===== src/rtl/i2c_arbiter.sv =====
// Round-robin arbiter sharing a single I2C master among NREQ requesters.
// Optional: define I2C_ARB_TIMEOUT_EN to bound the transfer phase to TIMEOUT_CYC cycles.
module i2c_arbiter #(
  parameter int unsigned NREQ        = 4,
  parameter int unsigned WAIT_CYC    = 16,
  parameter int unsigned TIMEOUT_CYC = 1024
) (
  input  logic              clk,
  input  logic              reset,
  input  logic [NREQ-1:0]   req,
  input  logic [NREQ-1:0]   req_rw,
  input  logic [7*NREQ-1:0] req_addr,
  input  logic [8*NREQ-1:0] req_wdata,
  input  logic [NREQ-1:0]   req_stop,
  output logic [NREQ-1:0]   gnt,
  output logic [NREQ-1:0]   done,
  output logic [NREQ-1:0]   err,
  output logic              mst_start,
  output logic              mst_stop,
  output logic              mst_rw,
  output logic [6:0]        mst_addr,
  output logic [7:0]        mst_w_data,
  input  logic              mst_busy,
  output logic              arb_busy
);

  localparam int unsigned IDX_W = (NREQ > 1) ? $clog2(NREQ) : 1;
`ifdef I2C_ARB_TIMEOUT_EN
  localparam int unsigned CNT_MAX = (WAIT_CYC > TIMEOUT_CYC) ? WAIT_CYC : TIMEOUT_CYC;
`else
  localparam int unsigned CNT_MAX = WAIT_CYC;
`endif
  localparam int unsigned CNT_W = $clog2(CNT_MAX + 1);

  // Reject out-of-range configurations at elaboration.
  if (NREQ < 2 || NREQ > 8 || WAIT_CYC < 2 || TIMEOUT_CYC < 1) begin : g_param_check
    $error("i2c_arbiter: parameter out of range");
  end

  typedef enum logic [2:0] {
    S_IDLE,
    S_GRANT,
    S_WAIT_BUSY,
    S_XFER,
    S_RELEASE
  } state_t;

  state_t             state_q, state_d;
  logic [IDX_W-1:0]   ptr_q, ptr_d;
  logic [IDX_W-1:0]   win_q, win_d;
  logic [CNT_W-1:0]   cnt_q, cnt_d;

  logic [NREQ-1:0]    gnt_d, done_d, err_d;
  logic               start_d, stop_d, rw_d, busy_d;
  logic [6:0]         addr_d;
  logic [7:0]         wdata_d;

  logic               rr_hit;
  logic [IDX_W-1:0]   rr_win;
  logic               sel_rw, sel_stop;
  logic [6:0]         sel_addr;
  logic [7:0]         sel_wdata;

  // Round-robin search: first active request at or after ptr+1, wrapping.
  always_comb begin
    logic [IDX_W-1:0] cand;
    cand   = '0;
    rr_hit = 1'b0;
    rr_win = ptr_q;
    for (int unsigned k = 1; k <= NREQ; k++) begin
      cand = IDX_W'((32'(ptr_q) + k) % NREQ);
      if (!rr_hit && req[cand]) begin
        rr_hit = 1'b1;
        rr_win = cand;
      end
    end
  end

  // Winner's request fields, captured only at grant time.
  always_comb begin
    sel_rw    = 1'b0;
    sel_stop  = 1'b0;
    sel_addr  = '0;
    sel_wdata = '0;
    for (int unsigned i = 0; i < NREQ; i++) begin
      if (rr_win == IDX_W'(i)) begin
        sel_rw    = req_rw[i];
        sel_stop  = req_stop[i];
        sel_addr  = req_addr[7*i +: 7];
        sel_wdata = req_wdata[8*i +: 8];
      end
    end
  end

  // Next-state and next-output logic; the wait window counts from the mst_start cycle.
  always_comb begin
    state_d = state_q;
    ptr_d   = ptr_q;
    win_d   = win_q;
    cnt_d   = cnt_q;
    gnt_d   = gnt;
    done_d  = '0;
    err_d   = '0;
    start_d = 1'b0;
    stop_d  = mst_stop;
    rw_d    = mst_rw;
    addr_d  = mst_addr;
    wdata_d = mst_w_data;

    case (state_q)
      S_IDLE: begin
        cnt_d = '0;
        if (rr_hit && !mst_busy) begin
          win_d   = rr_win;
          gnt_d   = {{(NREQ-1){1'b0}}, 1'b1} << rr_win;
          rw_d    = sel_rw;
          stop_d  = sel_stop;
          addr_d  = sel_addr;
          wdata_d = sel_wdata;
          start_d = 1'b1;
          state_d = S_GRANT;
        end
      end
      S_GRANT: begin
        cnt_d   = cnt_q + CNT_W'(1);
        state_d = S_WAIT_BUSY;
      end
      S_WAIT_BUSY: begin
        if (mst_busy) begin
          cnt_d   = '0;
          state_d = S_XFER;
        end else if (cnt_q >= CNT_W'(WAIT_CYC - 1)) begin
          err_d   = gnt;
          state_d = S_RELEASE;
        end else begin
          cnt_d = cnt_q + CNT_W'(1);
        end
      end
      S_XFER: begin
        if (!mst_busy) begin
          done_d  = gnt;
          state_d = S_RELEASE;
        end
`ifdef I2C_ARB_TIMEOUT_EN
        else if (cnt_q >= CNT_W'(TIMEOUT_CYC - 1)) begin
          err_d   = gnt;
          state_d = S_RELEASE;
        end else begin
          cnt_d = cnt_q + CNT_W'(1);
        end
`endif
      end
      S_RELEASE: begin
        gnt_d   = '0;
        ptr_d   = win_q;
        state_d = S_IDLE;
      end
      default: begin
        gnt_d   = '0;
        state_d = S_IDLE;
      end
    endcase

    busy_d = (state_d != S_IDLE);
  end

  always_ff @(posedge clk or negedge reset) begin
    if (!reset) begin
      state_q    <= S_IDLE;
      ptr_q      <= IDX_W'(NREQ - 1);
      win_q      <= '0;
      cnt_q      <= '0;
      gnt        <= '0;
      done       <= '0;
      err        <= '0;
      mst_start  <= 1'b0;
      mst_stop   <= 1'b0;
      mst_rw     <= 1'b0;
      mst_addr   <= '0;
      mst_w_data <= '0;
      arb_busy   <= 1'b0;
    end else begin
      state_q    <= state_d;
      ptr_q      <= ptr_d;
      win_q      <= win_d;
      cnt_q      <= cnt_d;
      gnt        <= gnt_d;
      done       <= done_d;
      err        <= err_d;
      mst_start  <= start_d;
      mst_stop   <= stop_d;
      mst_rw     <= rw_d;
      mst_addr   <= addr_d;
      mst_w_data <= wdata_d;
      arb_busy   <= busy_d;
    end
  end

endmodule


===== config.mk =====
export PLATFORM = sky130hd
export DESIGN_NAME = i2c_arbiter
export DESIGN_NICKNAME = d
export VERILOG_FILES = /design/src/rtl/i2c_arbiter.sv
export SDC_FILE = /design/constraint.sdc
export NUM_CORES = 1
export LEC_CHECK = 0
export CAP_MARGIN = 20
export CELL_PAD_IN_SITES_DETAIL_PLACEMENT = 0
export CELL_PAD_IN_SITES_GLOBAL_PLACEMENT = 1
export CORE_ASPECT_RATIO = 1.75
export CORE_MARGIN = 1.5
export CORE_UTILIZATION = 33
export CTS_BUF_LIST = sky130_fd_sc_hd__clkbuf_8
export DETAILED_ROUTE_END_ITERATION = 6
export PLACE_DENSITY = 0.94
export REMOVE_ABC_BUFFERS = 1
export SYNTH_ARGS = -nofsm -noshare
export SYNTH_HDL_FRONTEND = slang
export SYNTH_SLANG_ARGS = --single-unit

===== constraint.sdc =====
create_clock -name clk -period 5.06 [get_ports clk]
set_input_delay 1.012 -clock clk [delete_from_list [all_inputs] [get_ports clk]]
set_output_delay 1.012 -clock clk [all_outputs]
set_load 0.1 [all_outputs]

# [Yosys cells after proc, flatten, opt, wreduce, memory -nomap -nowiden]
# Index checks and enable logic that the tools add are counted.
[word_totals] wordCells=99 out_inout_bits=31 register_bits=43 in_bits=75
[classes] magnitude_cmp=5 eq_ne=9 n_bitwise=1 add_sub_neg=5 muxes=49 n_reduce_logical=16 shifts=1
[ops] op="two-way mux 8 bit" n=4
[ops] op="two-way mux 7 bit" n=4
[ops] op="two-way mux 4 bit" n=6
[ops] op="two-way mux 1 bit" n=18
[ops] op="case mux 5 bit (3 select lines)" n=1
[ops] op="< comparator 2 x 3 -> 1 bit (second input constant)" n=4
[ops] op="two-way mux 3 bit" n=4
[ops] op="case mux 3 bit (4 select lines)" n=1
[ops] op="two-way mux 5 bit" n=2
[ops] op="binary-select mux 1 bit (select 2 bit)" n=4
[ops] op="two-way mux 2 bit" n=4
[ops] op="case mux 4 bit (2 select lines)" n=1
[ops] op="== test 3 x 2 -> 1 bit (second input constant)" n=2
[ops] op="AND reduction 2 bit" n=3
[ops] op="nonzero test 3 bit" n=2
[ops] op="adder 5 x 1 -> 5 bit (second input constant)" n=1
[ops] op="greater-or-equal comparator 5 x 4 -> 1 bit (second input constant)" n=1
[ops] op="adder 2 x 1 -> 2 bit (second input constant)" n=2
[ops] op="adder 2 bit (second input constant)" n=2
[ops] op="== test 2 bit (second input constant)" n=2
[ops] op="logical AND 1 bit" n=4
[ops] op="zero test 1 bit" n=4
[ops] op="left shift 1 x 2 -> 4 bit (first input constant)" n=1
[ops] op="== test 3 x 1 -> 1 bit (second input constant)" n=1
[ops] op="other kinds (8)" n=8

# [Longest topological paths before layout]
# Gate-level depths: netlist of the first run.
[depth] ltp_word=18 depth_mapped=8 mapped_depth_nobuf=7

# [Worst setup path before layout of the first run]
# OpenSTA, ideal clock, no wires.
[synth_path] path_type="input -> register" start="in req[3]" end="reg mst_addr[0]" setup_ns=0.125 setup_slack_ns=2.890 path_buffers=1 arrival_time_ns=2.046 required_ns=4.935 stages=6 cell_sequence="inv_1 > a2111oi_0 > nor3b_2 > buf_4 > o221ai_1 > o21ai_1"
[synth_between] elab_chain_len=17 word_cells_on_any_way=32 cone_classes="3 x eq/ne; 20 x mux; 9 x reduce/logical"
[synth_lines] element="from (decl)" line="10" rtl="input logic [NREQ-1:0] req,"
[synth_lines] element="binary-select mux 1 bit (select 2 bit)" line="72" rtl="if (!rr_hit && req[cand]) begin"
[synth_lines] element="two-way mux 1 bit (implied by the code)" line="72"
[synth_lines] element="two-way mux 1 bit" line="72"
[synth_lines] element="zero test 1 bit" line="72"
[synth_lines] element="logical AND 1 bit" line="72"
[synth_lines] element="two-way mux 1 bit" line="72"
[synth_lines] element="zero test 1 bit" line="72"
[synth_lines] element="logical AND 1 bit" line="72"
[synth_lines] element="two-way mux 1 bit" line="72"
[synth_lines] element="zero test 1 bit" line="72"
[synth_lines] element="logical AND 1 bit" line="72"
[synth_lines] element="two-way mux 2 bit" line="72"
[synth_lines] element="zero test 2 bit" line="86" rtl="if (rr_win == IDX_W'(i)) begin"
[synth_lines] element="two-way mux 7 bit (4 in a row)" line="86"
[synth_lines] element="to (signal assigned)" line="193" rtl="mst_addr <= addr_d;"
[synth_lines] element="to (decl)" line="21" rtl="output logic [6:0] mst_addr,"
# Parallel ways exist; a longest one is shown, timed or not. The select of a mux whose other input is x is not followed.
# A chain may end at the register's enable or synchronous reset.

# [Worst setup path in the final report of the first run]
[layout_path] start="in req[3]" end="reg mst_addr[6]"
# Same word-level chain as after synthesis.

==> results of run 1 <==
sequential cells by signal (all words and copies together) (netlist names), 3 cells and up:
register	flops
mst_w_data	8
mst_addr	7
cnt_q	5
done	4
err	4
gnt	4
state_q	3
worst min-delay path, stage by stage (launching register included):
cell and delay (ps):
dfrtp_1 350, nand2_1 50, o21ai_1 60
how the worst max path moves through the flow:
| stage | startpoint | to | slack (ps) | depth (start not counted) |
|---|---|---|---|---|
| after floorplan | req[0] | mst_addr[5] | 2240 | 5 |
| after global placement | req[3] | mst_w_data[7] | 1630 | 6 |
| after detailed placement | req[3] | mst_addr[6] | 1530 | 6 |
| after CTS | req[3] | mst_addr[6] | 1810 | 6 |
| after global routing | req[3] | mst_w_data[7] | 1630 | 6 |
| final | req[3] | mst_addr[6] | 1840 | 6 |
stage by stage:
step                total power [mW]  instance area (um2)  setup slack [ps]  hold slack [ps]  instances
floorplan                      1.590                 2167              2240            459.9        216
global placement               1.956                 3331              1634            464.2        405
detailed placement             1.984                 3331              1527            478.3        405
CTS                            2.239                 3437              1807            495.1        413
global route                   2.352                 3448              1632            513.1        414
finish                         2.225                 3448              1842            491.7        414
cells by family (layout without fill, tap and decap cells):
family | count (synthesis) | count (layout) | synth area share
AND/OR/NAND/NOR | 67 | 67 | 0.1528
flip-flops | 43 | 43 | 0.4808
buffers and inverters | 23 | 125 | 0.04908
AO/OA/AOI/OAI | 89 | 89 | 0.2783
multiplexers | 6 | 6 | 0.02789
adder cells (fa/ha/maj) | 2 | 2 | 0.01115
layout make-up:
type                            count  area (um2)  area share
Tap cell                           82       102.6     0.02975
Timing Repair Buffer              108        1072      0.3110
Multi-Input combinational cell    164        1055      0.3059
Clock buffer                        5       68.82     0.01996
Inverter                            9       33.78    0.009797
Clock inverter                      3       37.54     0.01089
Sequential cell                    43        1079      0.3128
per-layer routing:
layer	vias up	global-route usage
met1	991	0.1990
met3	8	0.03607
met4	0	0.05556
met2	81	0.3224
met5	-	0
li1	1036	-
power by group:
group	switching [mW]	internal (mW)	leakage [nW]
Combinational	0.999	0.401	0.867
Clock	0.109	0.144	0.0607
Sequential	0.101	0.472	0.546
cells in the final DEF (no fill, tap or decap), types with 2 or more instances in the layout:
| master | n |
|---|---|
| o32a_1 | 2 |
| clkbuf_8 | 5 |
| mux2_2 | 2 |
| a21o_1 | 16 |
| nor3_1 | 2 |
| dfstp_2 | 2 |
| and3_1 | 2 |
| inv_1 | 11 |
| o21ai_1 | 9 |
| nand2_1 | 25 |
| buf_4 | 2 |
| nor4_1 | 3 |
| nand2b_1 | 5 |
| mux2i_1 | 4 |
| nor2_1 | 11 |
| dfrtp_1 | 41 |
| a21oi_1 | 16 |
| and2_1 | 8 |
| nor3b_1 | 4 |
| clkdlybuf4s50_1 | 104 |
| o21ai_0 | 17 |
| o221ai_1 | 13 |
| o31ai_1 | 7 |
| ha_1 | 2 |
==> flow_summary_export.csv, run 1 <==
group,metric,value,unit
clocking,htree_levels,2,
floorplan,die_h,112.1,um
final_layout,syn_to_final_growth,53.71,%
worst_setup_path,path_max_fanout,26,
clocking,clkSlewWorstSetupHoldPaths,80,ps
routing,routedWlPerCell,14.64,um
clocking,clock-sinks,43,
worst_setup_path,cp-start-kind,"input port",
clocking,clock_path_buffers,2,
global_routing,grt_max_degree,44,
sta,worst_slew_pin_slew,1024,ps
sta,max_freq,0.3108,GHz
sta,skew,8.692,ps
floorplan,num_rows,39,
routing,wl,6.061,mm
routing,vias,2116,
run_status,status,"completed",
final_layout,finalCoreUtilization,0.5274,
global_routing,gr-total-overflow,0,
final_layout,final_nets,408,
logic_synthesis,ys_warn_count,0,
floorplan,io_pins,106,
routing,routed.top_layer,"met4",
routing,route.met3.wl,349,um
hold_path,min_path_type,"reg -> reg",
clocking,cts_root_buffer,"clkbuf_8",
sta,finalSetupTns,0,ps
clocking,post_cts_resized,0,
worst_setup_path,slowest_delay,660,ps
routing,drc,0,
sta,setup_viol,0,
hold_path,min_path_cells,2,
logic_synthesis,yosys.area.top_type,"dfrtp_1",
worst_setup_path,rr_worst_depth,5,
logic_synthesis,synth-seq-cells,43,
logic_synthesis,synth-main-ff-cell,"dfrtp_1",
pwr,ir_drop,0.3533,mV
logic_synthesis,synth_commonest_cells,"dfrtp_1 (41), nand2_1 (25), o21ai_0 (17), a21o_1 (16), a21oi_1 (16)",
logic_synthesis,synth_top_area_share,0.4573,
routing,ant_nets,0,
logic_synthesis,syn_avg_cell_area,9.754,um2
worst_setup_path,crit_required,5230,ps
sta,rsz0062_at_grt,"false",
worst_setup_path,reg2reg_slack,2550,ps
global_routing,grt_usage,0.1760,
sta,finalHoldViolCount,0,
sta,slew_headroom,0.3152,
placement,finalWeightedCongestion,0.7598,
worst_setup_path,cp_slowest_cell,"a31oi_4",
worst_setup_path,crit_type,"in -> reg",
worst_setup_path,regToRegStartpoint,"ptr_q[1]",
hold_path,hold_start,"mst_w_data[6]",
sta,drv_slew,0,
worst_setup_path,cp.arrival,3380,ps
hold_path,holdPathEnd,"mst_w_data[6]",
pwr,p_leak,1.473,nW
clocking,cts_tree,"yes",
logic_synthesis,netlist_area,2243,um2
worst_setup_path,crit_family,"compound AO/OA/AOI/OAI gates",
logic_synthesis,synth.most_common_cell,"dfrtp_1",
routing,firstDrtPassIters,4,
clocking,numCtsBuffers,5,
floorplan,die_w,65.33,um
clocking,post_cts_buffers,0,
floorplan,core,6539,um2
logic_synthesis,syn_inst,230,
worst_setup_path,cp-end-kind,"flip-flop",
global_routing,grt_pass1_wl,10.25,mm
logic_synthesis,ys_top_cells_by_area,"dfrtp_1 (46%), a21o_1 (5.4%), o221ai_1 (5.1%)",
sta,fin_crit,3218,ps
sta,period_share,0.6359,
global_routing,grt_pass1_vias,2240,
logic_synthesis,ys_async_sr_fraction,1.000,
routing,dr.first_iter.drc_count,92,
clocking,postCtsHoldBufs,0,
routing,wl_met2,3.287,mm
pwr,power_density,645.3,nW/um2
routing,drt-met1-wl,2.306,mm
worst_setup_path,worstReg2RegEnd,"mst_addr[6]",
worst_setup_path,cp_cell_sequence,"clkdlybuf4s50_1 > nand3b_1 > a31oi_4 > nand2_1 > o221ai_1 > o21ai_0",
routing,viasPerCell,5.111,
placement,portBuffers,105,
placement,post-dp-hpwl,4.498,mm
logic_synthesis,synth_edf_count,0,
run,maxCapViolations,0,
logic_synthesis,synth_cell_types,40,
final_layout,fillers,642,
clocking,clk_latency,290,ps
worst_setup_path,crit_buf_inv,1,
final_layout,n_antenna_cell,0,
floorplan,die-area,7321,um2
floorplan,start_util,0.3431,
global_routing,antenna_found_initial,0,
final_layout,drive_gt1_frac,0.06325,
logic_synthesis,ys_seq_area_frac,0.4808,
No activity file was read; power rests on OpenSTA's default activity.
==> inputs of run 2 (changes only) <==
CORE_UTILIZATION = 31   (was 33)
PLACE_DENSITY = 0.89   (was 0.94)
clock period = 3.15 ns   (was 5.06 ns; I/O delays follow)
==> flow_summary_export.csv, run 2 (synthesis gave the netlist of run 1 again) <==
group,metric,value,unit
run_status,status,"completed",
final_layout,final_cell_mix,"clkdlybuf4s50_1 (73), dfrtp_1 (41), buf_4 (37)",
floorplan,die_h,115.5,um
sta,finalSetupTns,0,ps
sta,drv_slew,0,
placement,dpl.cell_count,411,
routing,ant_nets,0,
sta,worst_slew_pin_slew,948.2,ps
floorplan,start_util,0.3225,
final_layout,n_antenna_cell,0,
routing,dr.first_iter.drc_count,81,
final_layout,layout_commonest_cell,"clkdlybuf4s50_1",
final_layout,final_nets,412,
floorplan,io_pins,106,
hold_path,min_path_type,"in -> async",
global_routing,grt_usage,0.1646,
clocking,postCtsHoldBufs,0,
global_routing,gr-total-overflow,0,
worst_setup_path,worstReg2RegEnd,"cnt_q[3]",
clocking,numCtsBuffers,5,
worst_setup_path,cp_cell_sequence,"clkdlybuf4s50_1 > nor4_1 > nor4_1 > nand2b_1 > inv_1 > buf_4 > o221ai_1 > o21ai_0",
worst_setup_path,crit_type,"in -> reg",
worst_setup_path,cp-end-kind,"flip-flop",
worst_setup_path,crit_required,3370,ps
final_layout,largest_register_ff_count,8,
worst_setup_path,path_max_fanout,14,
pwr,internal_power,1.528,mW
final_layout,finalNonFillerCells,420,
sta,period_share,0.7380,
clocking,clk_latency,290,ps
routing,vias,2143,
pwr,p_leak,1.527,nW
placement,portBuffers,105,
sta,slew_headroom,0.3679,
final_layout,syn_to_final_growth,50.59,%
sta,rsz0062_at_grt,"false",
floorplan,num_rows,40,
worst_setup_path,cp_slowest_cell,"clkdlybuf4s50_1",
worst_setup_path,cp-start-kind,"input port",
placement,post-dp-hpwl,4.509,mm
pwr,ir_drop,0.5018,mV
routing,wl,6.027,mm
sta,fin_crit,2325,ps
clocking,post_cts_resized,0,
floorplan,core,6957,um2
pwr,p_sw_frac,0.5616,
clocking,cts_root_buffer,"clkbuf_8",
pwr,p_comb_frac,0.640,
worst_setup_path,worst_path_most_repeated_cell,"nor4_1",
global_routing,antenna_found_initial,0,
worst_setup_path,rr_worst_depth,7,
routing,routedWlPerCell,14.35,um
clocking,clkSlewWorstSetupHoldPaths,80,ps
sta,skew,11.05,ps
clocking,post_cts_buffers,0,
routing,firstDrtPassIters,4,
clocking,cts_tree,"yes",
sta,finalHoldViolCount,0,
final_layout,reg_top3,"mst_w_data: 8 flops, mst_addr: 7 flops, cnt_q: 5 flops",
clocking,htree_levels,2,
worst_setup_path,reg2reg_slack,960,ps
final_layout,drive_gt1_frac,0.1667,
pwr,seqPwrFrac,0.264,
clocking,clock-sinks,43,
global_routing,grt_max_degree,44,
routing,drc,0,
global_routing,grt_pass1_vias,2202,
sta,max_freq,0.4302,GHz
pwr,clockPowerShare,0.095,
worst_setup_path,regToRegStartpoint,"cnt_q[0]",
pwr,power_density,1032,nW/um2
clocking,clock_path_buffers,2,
final_layout,top_register,"mst_w_data",
global_routing,grt_pass1_wl,9.887,mm
worst_setup_path,slowest_delay,590,ps
routing,viasPerCell,5.102,
worst_setup_path,cp.arrival,2540,ps
floorplan,die-area,7776,um2
pwr,p_sw,1.957,mW
run,maxCapViolations,0,
sta,setup_viol,0,
placement,finalWeightedCongestion,0.7712,
floorplan,die_w,67.31,um
[run 2: cell types whose count changed in the layout (fill, tap and decap cells not counted)]
cell	before	now
bufinv_16	1	0
clkinv_2	0	1
buf_4	2	37
clkdlybuf4s50_1	104	73
[run 2: worst max-delay path by stage]
stage                      start             to  slack [ps]  cells after the start
final                     req[3]  mst_w_data[7]         830                      8
after global routing      req[1]  mst_w_data[7]         650                      8
after CTS                 req[1]    mst_addr[4]         430                      5
after detailed placement  req[1]    mst_addr[4]         100                      5
after global placement    req[1]  mst_w_data[2]         270                      5
after floorplan           req[0]    mst_addr[5]         710                      5
[run 2: layer usage]
metal	vias to the layer above	part of all wire	global-route usage
met3	9	0.055	0.03495
met1	1008	0.39	0.1819
met4	0	0.014	0.05034
li1	1046	-	-
met2	80	0.55	0.3056
met5	-	0	0
[run 2: power groups by stage]
stage / Clock, mW / Combinational (mW) / Sequential [mW]
6_report: 0.332 / 2.23 / 0.921
5_1_grt: 0.365 / 2.38 / 0.948
4_1_cts: 0.344 / 2.24 / 0.921
3_5_place_dp: 0 / 2.24 / 0.928
3_3_place_gp: 0 / 2.22 / 0.920
2_1_floorplan: 0 / 0.654 / 1.90
[run 2: worst max-delay path, delay by kind of cell]
| kind | cells | cell delay (ps) |
|---|---|---|
| AND/OR/NAND/NOR | 3 | 510 |
| AO/OA/AOI/OAI | 2 | 310 |
| buffers and inverters | 3 | 1090 |
[run 2: stage by stage]
step	worst slack, ps	total power, mW	area (um2)	hold slack (ps)	utilization
2_1_floorplan	712.4	2.554	2167	334.4	-
4_1_cts	430.5	3.509	3367	492.6	0.4840
6_report	825.2	3.485	3378	481.0	0.4856
5_1_grt	649.3	3.691	3378	529.8	0.4856
3_3_place_gp	268.0	3.142	3286	465.5	0.4723
3_5_place_dp	103.1	3.173	3286	473.3	0.4723
[run 2: final cells by class]
type | count | area, um2
fillers | 670 | 3578
repair buffers | 112 | 1025
multi-input cells | 164 | 1055
clock buffers | 5 | 68.82
flip-flops and latches | 43 | 1079
clock inverters | 3 | 12.51
inverters | 9 | 33.78
well taps | 84 | 105.1
